$ cat src/rtl/dma_sequencer_mc.sv
// Multi-channel DMA sequencer: arbitrates NCH requesters onto one accessor port and routes completions back through an in-order ID queue.
// Optional macro DMA_SEQ_RR_EN selects round-robin arbitration; fixed priority (lowest index wins) otherwise.
module dma_sequencer_mc #(
  parameter int NCH   = 4,
  parameter int AW    = 21,
  parameter int DW    = 8,
  parameter int DEPTH = 2
) (
  input  logic              i_clk,
  input  logic              i_rst,
  input  logic [NCH-1:0]    i_ch_req,
  input  logic [NCH-1:0]    i_ch_rnw,
  input  logic [NCH*AW-1:0] i_ch_addr,
  input  logic [NCH*DW-1:0] i_ch_wd,
  output logic [NCH-1:0]    o_ch_ack,
  output logic [NCH-1:0]    o_ch_done,
  output logic [DW-1:0]     o_ch_rd,
  output logic              o_dma_req,
  output logic              o_dma_rnw,
  output logic [AW-1:0]     o_dma_addr,
  output logic [DW-1:0]     o_dma_wd,
  input  logic              i_dma_ack,
  input  logic              i_dma_end,
  input  logic [DW-1:0]     i_dma_rd,
  output logic              o_busy,
  output logic              o_err
);

  localparam int IW = (NCH > 1) ? $clog2(NCH) : 1;
  localparam int PW = (DEPTH > 1) ? $clog2(DEPTH) : 1;
  localparam int CW = $clog2(DEPTH + 1);

  typedef enum logic {ARB, REQ} state_t;

  state_t         r_state;
  logic           r_dma_req;
  logic           r_dma_rnw;
  logic [AW-1:0]  r_dma_addr;
  logic [DW-1:0]  r_dma_wd;
  logic [IW-1:0]  r_grant;
  logic [IW-1:0]  r_q [DEPTH];
  logic [PW-1:0]  r_wptr;
  logic [PW-1:0]  r_rptr;
  logic [CW-1:0]  r_count;
  logic           r_err;

  logic           w_push;
  logic           w_pop;
  logic           w_full;
  logic [IW-1:0]  w_winner;
  logic [IW-1:0]  w_head;

  function automatic logic [PW-1:0] ptrNext(input logic [PW-1:0] p);
    if (int'(p) == DEPTH - 1) return '0;
    return p + 1'b1;
  endfunction

  assign w_push = r_dma_req & i_dma_ack;
  assign w_pop  = i_dma_end & (r_count != '0);
  assign w_full = (r_count == CW'(DEPTH));
  assign w_head = r_q[r_rptr];

`ifdef DMA_SEQ_RR_EN
  logic [IW-1:0] r_rr_ptr;
  int            w_idx;

  // Search order starts just after the last accepted channel; the lowest offset wins.
  always_comb begin
    w_winner = '0;
    w_idx    = 0;
    for (int k = NCH - 1; k >= 0; k--) begin
      w_idx = (int'(r_rr_ptr) + 1 + k) % NCH;
      if (i_ch_req[w_idx]) w_winner = IW'(w_idx);
    end
  end

  always_ff @(posedge i_clk) begin
    if (i_rst) r_rr_ptr <= IW'(NCH - 1);
    else if (w_push) r_rr_ptr <= r_grant;
  end
`else
  always_comb begin
    w_winner = '0;
    for (int k = NCH - 1; k >= 0; k--) begin
      if (i_ch_req[k]) w_winner = IW'(k);
    end
  end
`endif

  always_ff @(posedge i_clk) begin
    if (i_rst) begin
      r_state    <= ARB;
      r_dma_req  <= 1'b0;
      r_dma_rnw  <= 1'b1;
      r_dma_addr <= '0;
      r_dma_wd   <= '0;
      r_grant    <= '0;
      r_wptr     <= '0;
      r_rptr     <= '0;
      r_count    <= '0;
      r_err      <= 1'b0;
    end else begin
      case (r_state)
        ARB: begin
          if (!w_full && (|i_ch_req)) begin
            r_grant    <= w_winner;
            r_dma_addr <= i_ch_addr[int'(w_winner)*AW +: AW];
            r_dma_wd   <= i_ch_wd[int'(w_winner)*DW +: DW];
            r_dma_rnw  <= i_ch_rnw[w_winner];
            r_dma_req  <= 1'b1;
            r_state    <= REQ;
          end
        end
        REQ: begin
          if (i_dma_ack) begin
            r_dma_req <= 1'b0;
            r_state   <= ARB;
          end
        end
        default: r_state <= ARB;
      endcase

      if (w_push) r_wptr <= ptrNext(r_wptr);
      if (w_pop)  r_rptr <= ptrNext(r_rptr);
      // Simultaneous push and pop leaves the occupancy unchanged, even when full.
      case ({w_push, w_pop})
        2'b10:   r_count <= r_count + 1'b1;
        2'b01:   r_count <= r_count - 1'b1;
        default: r_count <= r_count;
      endcase

      if (i_dma_end && (r_count == '0)) r_err <= 1'b1;
    end
  end

  always_ff @(posedge i_clk) begin
    if (w_push) r_q[r_wptr] <= r_grant;
  end

  always_comb begin
    o_ch_ack  = '0;
    o_ch_done = '0;
    o_ch_rd   = '0;
    if (w_push) o_ch_ack[r_grant] = 1'b1;
    if (w_pop) begin
      o_ch_done[w_head] = 1'b1;
      o_ch_rd           = i_dma_rd;
    end
  end

  assign o_dma_req  = r_dma_req;
  assign o_dma_rnw  = r_dma_rnw;
  assign o_dma_addr = r_dma_addr;
  assign o_dma_wd   = r_dma_wd;
  assign o_busy     = r_dma_req | (r_count != '0);
  assign o_err      = r_err;

endmodule

$ cat config.mk
export PLATFORM = sky130hd
export DESIGN_NAME = dma_sequencer_mc
export DESIGN_NICKNAME = d
export VERILOG_FILES = /design/src/rtl/dma_sequencer_mc.sv
export SDC_FILE = /design/constraint.sdc
export NUM_CORES = 1
export LEC_CHECK = 0
export CAP_MARGIN = 20
export CORE_MARGIN = 3
export CORE_UTILIZATION = 39
export DETAILED_ROUTE_END_ITERATION = 8
export GPL_TIMING_DRIVEN = 0
export PLACE_DENSITY = 0.93
export SYNTH_ARGS = -nofsm -noshare
export SYNTH_HDL_FRONTEND = slang
export SYNTH_SLANG_ARGS = --single-unit
$ cat constraint.sdc
create_clock -name i_clk -period 3.02 [get_ports i_clk]
set_input_delay 0.604 -clock i_clk [delete_from_list [all_inputs] [get_ports i_clk]]
set_output_delay 0.604 -clock i_clk [all_outputs]
set_load 0.005 [all_outputs]
==> key figures, run 1 <==
STA
  • Maximum clock frequency: 0.362 GHz
  • Final hold vios: 0
  • Slew Limit Fails: 0
  • Tcrit/Tclk final: 91.5%
  • Final setup fails: 0
  • Rel. slew slack: between 60% and 70%
  • Max Clock Skew: 0.00789 ns
  • Minimum clock period: ~2.8 ns
  • Worst-margin pin slew: 0.541 ns
  • Fin Setup TNS: 0 ns
  • RSZ-0062 raised after global routing: no

Setup path
  • CP Max Fanout: 9
  • Critical Path Source: i_dma_end
  • R2r startpoint: r_count[0]
  • Worst setup EP type: primary output
  • Worst-path cell chain: clkdlybuf4s50_1, o21ai_1, inv_1, and2_1, clkdlybuf4s50_1
  • Crit path required time: between 2 and 2.5 ns
  • FF-to-FF End: r_count[1]
  • CP Class: in2out
  • Worst-case reg-to-reg path depth: 5
  • CP arrival: 2.16 ns
  • Cell mode on critical path: clkdlybuf4s50_1
  • Slowest stage delay, CP: 0.47 ns
  • Reg-to-reg slack, setup: 1.08 ns
  • Slowest CP cell: clkdlybuf4s50_1
  • CP startpoint kind: input port

Floorplanning
  • Core area: 6870 um2
  • Die area: 8240 um2
  • Top Ports: 185
  • Starting Density: 40.8%
  • Die X: roughly 91 um
  • Die H: between 90 and 100 um
  • FP Rows: 30

Synthesis
  • Commonest cells in the netlist: 49 x a211oi_1, 40 x dfxtp_1, 35 x nand3_1
  • Share of the synthesized area in the top cell type: 28.6%
  • Netlist cell types: 38
  • Netlist Area Pre-Place: about 2800 um2
  • Area leader, netlist: dfxtp_1
  • Gate Count Post-Synth: 366
  • FF+latch count, synth: 44
  • Post-synth EDFFs: 4
  • Synth area leaders: dfxtp_1 29%, a211oi_1 13%, a21o_1 6.7%, nand3_1 6.3%, o22ai_1 5.4%
  • Post-Syn Nets: 503
  • Post-synthesis async set-or-reset flop share: 0%
  • Count leader, synth: a211oi_1
  • Mean Syn Cell Area: between 7 and 8 um2
  • Yosys warning count: 0
  • Primary FF master, synth: dfxtp_1
  • Sequential-to-total area share from yosys stat: 32.9%

Final layout
  • Post-layout util: 70.4%
  • Layout cells sized above 1: 5.03%
  • Non-filler cells, final: between 600 and 700
  • Area grow syn2layout: 72.6%
  • Antenna diodes: 0
  • # nets final: between 600 and 700
  • Finished Cell Area: around 4800 um2

Hold path
  • Worst hold start: o_dma_addr[16]
  • WHS Endpoint: o_dma_addr[16]
  • Hold WC Path Type: reg2reg
  • WHS Path Cells: 2

Power and ir drop
  • Lkg Pwr: roughly 1.8 nW
  • Overall Power: 2.15 mW
  • Clock Power Share: between 15 and 20%
  • Sw Ratio: about a third
  • Maximum vdd ir drop: 303 uV
  • Seq pwr share: 36.9%
  • Comb pwr share: 45.9%
  • Pint: 1.42 mW
  • Switching power: ~0.72 mW
  • Pwr Density: 443 nW/um2

Drt
  • DRC: 0
  • Pre-antenna DRT Iters: 4
  • Vias post-DR: 3637
  • Via density: 5.57
  • Post-DRT Antenna Nets: 0
  • Total wire length: 11.2 mm
  • Initial DRC Count: 258
  • Routed length per instance: around 17 um

Global route
  • Initial antenna violation count: 0
  • Overall global routing resource usage: 25.4%
  • Global-route wire length before repair: 17.3 mm
  • Number of global-route vias before repair: 3611
  • Total grt overflow: 0
  • Largest net degree at the start of global routing: 14

Run
  • Max cap viols: 0

Placed design
  • Port buffer count: around 180
  • Hpwl dp: 8.67 mm
  • Gp weighted congestion: 0.869
  • Placed Area: ~4800 um2
  • Placed Instances: between 600 and 700

Clocking
  • CTS tree: yes
  • Clock sink count: 44
  • Clock-pin slew on the worst setup and hold paths: 0.08 ns
  • Post-CTS Resized: 0
  • Worst-Skew Late Latency: 0.29 ns
  • CTS root buffer: clkbuf_8
  • Htree depth: 2
  • # Post-CTS Setup Buffers: 0
  • CTS max path bufs: 2
  • Post-CTS Hold Fix Bufs: 0
  • Num CTS Buffers: 5

Status
  • Outcome: completed
-- worst max-delay path, delay by kind of cell --
| kind | cells | cell delay (ns) |
|---|---|---|
| compound gates | 1 | 0.24 |
| simple gates | 1 | 0.21 |
| buf+inv | 3 | 1.10 |
-- state kept, by name, indices dropped and copies added (netlist names), 2 cells and up, named ones only --
register / count
o_dma_addr: 21
o_dma_wd: 8
r_count: 2
r_grant: 2
r_q: 4
-- cell usage in the layout, fill, tap and decap left out, types with 2 or more instances in the layout --
cell,netlist,final
nand2b_1,2,2
clkdlybuf4s50_1,0,183
o21ai_1,21,21
inv_1,29,29
dfxtp_1,40,40
a31oi_1,5,5
and2_1,8,8
a21o_1,25,25
clkinv_2,0,2
edfxtp_1,4,4
a211o_1,11,11
clkbuf_1,21,21
nor3b_1,2,2
nor2_2,2,2
buf_2,10,10
a21oi_1,10,10
inv_2,2,2
nand3_1,35,35
or3_1,2,2
nor2_1,13,13
clkbuf_8,0,5
o22ai_1,24,24
buf_4,3,3
nand2_1,13,13
buf_1,2,2
xor2_1,3,3
nor3_1,2,2
or2_2,2,2
a211oi_1,49,49
o21ai_0,15,15
-- power groups by stage --
stage | registers (mW) | logic [mW] | clock network [mW]
2_1_floorplan | 0.795 | 0.435 | 0
3_3_place_gp | 0.793 | 0.946 | 0
3_5_place_dp | 0.803 | 0.980 | 0
4_1_cts | 0.790 | 0.986 | 0.368
5_1_grt | 0.805 | 1.07 | 0.390
6_report | 0.791 | 0.985 | 0.369
-- per-layer routing --
metal	part of all wire, %	vias to the layer above	track usage (%)	wire [um]
met1	38	1700	29.6	4290
met5	0	-	0	0
li1	-	1732	-	-
met2	52	184	46.1	5810
met4	2.0	0	7.66	223
met3	7.8	21	5.83	878
-- logic make-up (layout without fill, tap and decap cells) --
logic type               after synthesis  in the layout  synth area share (%)
AND/OR/NAND/NOR                       85             85                  15.4
adder cells (fa/ha/maj)                1              1                 0.446
buffers and inverters                 67            258                  9.82
XOR/XNOR                               4              4                  1.25
flip-flops                            44             44                  32.9
multiplexers                           1              1                 0.804
AO/OA/AOI/OAI                        164            164                  39.4
-- worst max path at each step --
stage                 endpoint  slack, ns  cells past startpoint
floorplan           r_count[1]       1.19                      5
CTS                 o_ch_rd[3]       0.25                      5
detailed placement  o_ch_rd[3]       0.25                      5
global placement    o_ch_rd[1]       0.30                      5
global route        o_ch_rd[3]       0.13                      5
finish              o_ch_rd[3]       0.26                      5
-- through the flow --
stage | setup slack (ns) | hold slack, ns
4_1_cts | 0.249 | 0.460
3_3_place_gp | 0.299 | 0.443
2_1_floorplan | 1.19 | 0.453
3_5_place_dp | 0.253 | 0.449
5_1_grt | 0.132 | 0.487
6_report | 0.257 | 0.461
-- layout make-up --
class,instances,area (um2)
plain buffers,36,159
inverters,31,116
flip-flops and latches,44,921
fillers,560,2030
repair buffers,183,1830
clock inverters,3,13.8
clock buffers,5,68.8
well taps,96,120
multi-input cells,255,1610
No activity file was read; power rests on OpenSTA's default activity.
==> run 2, diff against run 1 <==
--- a/config.mk
+++ b/config.mk
@@ -13,2 +13,3 @@
 export PLACE_DENSITY = 0.93
+export SLEW_MARGIN = 20
 export SYNTH_ARGS = -nofsm -noshare
--- a/constraint.sdc
+++ b/constraint.sdc
@@ -3,2 +3,2 @@
 set_output_delay 0.604 -clock i_clk [all_outputs]
-set_load 0.005 [all_outputs]
+set_load 0.1 [all_outputs]
==> run 2 against run 1 <==
Total power rose by 39%. Non-clock buffer count stayed put. Sequential power barely moved. Wire length rose by 1.1%.
==> key figures, run 2 (synthesized netlist as in run 1, its figures left out) <==
Status
  • Outcome: completed

Setup path
  • CP Class: in2out
  • CP startpoint kind: input port
  • CP arrival: 2.29 ns (+0.13 ns)
  • Crit path required time: 2.42 ns (about the same)
  • Worst setup EP type: primary output
  • CP Max Fanout: 6 (-3)
  • Worst-path cell chain: clkdlybuf4s50_1, o21ai_1, a21oi_1, dlygate4sd2_1
  • Slowest stage delay, CP: 0.87 ns (+0.40 ns)
  • Slowest CP cell: dlygate4sd2_1

Final layout
  • Antenna diodes: 0 (unchanged)
  • Largest register FFs: 21 (unchanged)
  • Post-layout util: 70.7% (+0.24 points)
  • Non-filler cells, final: 653 (unchanged)
  • Most common library cell in the layout ignoring fill and taps: clkdlybuf4s50_1
  • Area grow syn2layout: 73.2%
  • Most frequent cells in the layout: 167 x clkdlybuf4s50_1, 49 x a211oi_1, 40 x dfxtp_1
  • Filler instances: 548 (-2.1%)
  • Layout cells sized above 1: 7.54% (+2.5 points)
  • # nets final: 693 (unchanged)

Global route
  • Number of global-route vias before repair: 3721 (+3.0%)
  • Overall global routing resource usage: 26.2% (+0.76 points)
  • Initial antenna violation count: 0 (unchanged)
  • Global-route wire length before repair: 17.7 mm (+2.2%)
  • Largest net degree at the start of global routing: 14 (unchanged)
  • Total grt overflow: 0 (unchanged)

Hold path
  • Hold WC Path Type: reg2reg

Clocking
  • Htree depth: 2 (unchanged)
  • Worst-Skew Late Latency: 0.30 ns (about the same)
  • CTS tree: yes
  • CTS root buffer: clkbuf_8
  • Clock-pin slew on the worst setup and hold paths: 0.09 ns (about the same)
  • Num CTS Buffers: 5 (unchanged)
  • Clock sink count: 44 (unchanged)
  • CTS max path bufs: 2 (unchanged)
  • Post-CTS Hold Fix Bufs: 0 (unchanged)

Placed design
  • Gp weighted congestion: 0.888 (+2.2%)
  • Placed Instances: 645 (unchanged)
  • Hpwl dp: 8.86 mm (+2.2%)
  • Port buffer count: 183 (unchanged)

Drt
  • Pre-antenna DRT Iters: 4 (unchanged)
  • Post-DRT Antenna Nets: 0 (unchanged)
  • Total wire length: 11.3 mm (+1.1%)
  • Routed length per instance: 17.3 um (+1.1%)
  • Via density: 5.62 (+0.96%)
  • Vias post-DR: 3672 (+0.96%)
  • DRC: 0 (unchanged)
  • Initial DRC Count: 145 (-44%)

STA
  • Slew Limit Fails: 0 (unchanged)
  • Tcrit/Tclk final: 95.7% (+4.2 points)
  • Worst-margin pin slew: 1.02 ns (+0.484 ns)
  • Maximum clock frequency: 0.346 GHz (-4.4%)
  • Final hold vios: 0 (unchanged)
  • Fin Setup TNS: 0 ns (unchanged)
  • Final setup fails: 0 (unchanged)
  • Rel. slew slack: 31.5% (-32 points)
  • Max Clock Skew: 0.00780 ns (-0.0000980 ns)
  • RSZ-0062 raised after global routing: no
  • Minimum clock period: 2.89 ns (+0.127 ns)
  • Hold slack: 0.460 ns (-0.000718 ns)

Floorplanning
  • Die H: 90.8 um (unchanged)
  • Top Ports: 185 (unchanged)
  • Die area: 8240 um2 (unchanged)
  • Starting Density: 40.8% (unchanged)
  • Die X: 90.8 um (unchanged)
  • FP Rows: 30 (unchanged)
  • Core area: 6870 um2 (unchanged)

Power and ir drop
  • Pwr Density: 614 nW/um2 (+38%)
  • Maximum vdd ir drop: 292 uV (-3.8%)
  • Lkg Pwr: 1.88 nW (+1.8%)
  • Overall Power: 2.98 mW (+39%)

Run
  • Max cap viols: 0 (unchanged)
==> run 2: cell types whose count changed in the layout (fill, tap and decap cells not counted) <==
cell,delta
nor3b_1,-2
nor3_1,-1
clkbuf_2,+1
clkdlybuf4s50_1,-16
nor3_2,+1
clkdlybuf4s15_2,+10
nor3b_2,+2
dlygate4sd2_1,+5
==> run 2: path summary, 6_finish.rpt <==
| check | from | endpoint | cells after the start | slack [ns] |
|---|---|---|---|---|
| worst min-delay path | o_dma_addr[10] | o_dma_addr[10] | 2 | 0.46 |
| worst min register to register | o_dma_addr[10] | o_dma_addr[10] | 2 | 0.46 |
| worst max-delay path | i_dma_end | o_ch_done[3] | 4 | 0.13 |
| worst max register to register | r_count[0] | r_count[1] | 5 | 1.04 |
==> run 2: worst max-delay path, delay by kind of cell <==
family	cells	cell delay (ns)
AOI/OAI and AO/OA	2	0.34
buffers and inverters	2	1.34
==> run 2: area by class of cell <==
type	count	area (um2)	area share (%)
Buffer	36	159	3.27
Timing Repair Buffer	183	1830	37.8
Sequential cell	44	921	19.0
Multi-Input combinational cell	255	1620	33.4
Clock inverter	3	13.8	0.284
Inverter	31	116	2.40
Clock buffer	5	68.8	1.42
Tap cell	96	120	2.47
==> run 2: what timing repair did <==
| action | 4_1_cts | 5_1_grt |
|---|---|---|
| endpoints found under the setup margin | 16 | 1 |
| pin swaps | 0 | 0 |
| buffers inserted | 0 | 0 |
| gates cloned | 0 | 0 |
| resized for setup | 37 | 1 |
==> run 2: per-stage QoR <==
stage | instance area (um2) | worst slack (ns)
final | 4850 | 0.129
after global routing | 4850 | 0.0663
after CTS | 4860 | 0.00557
after detailed placement | 4770 | -0.379
after global placement | 4770 | -0.319
after floorplan | 2820 | -0.255
==> run 2: where the power goes <==
| group | internal, mW | leakage [nW] | switching (mW) |
|---|---|---|---|
| sequential | 0.707 | 0.368 | 0.0812 |
| combinational | 0.546 | 1.46 | 1.27 |
| clock | 0.158 | 0.0453 | 0.214 |
| total | 1.41 | 1.88 | 1.57 |
==> run 2: layer usage <==
layer  vias to the layer above  track usage (%)  share of wire, %
met5                         -                0                 0
met1                      1743             29.5                39
met4                         0             10.4               3.1
met3                        29             6.08               6.5
met2                       166             47.3                52
li1                       1734                -                 -
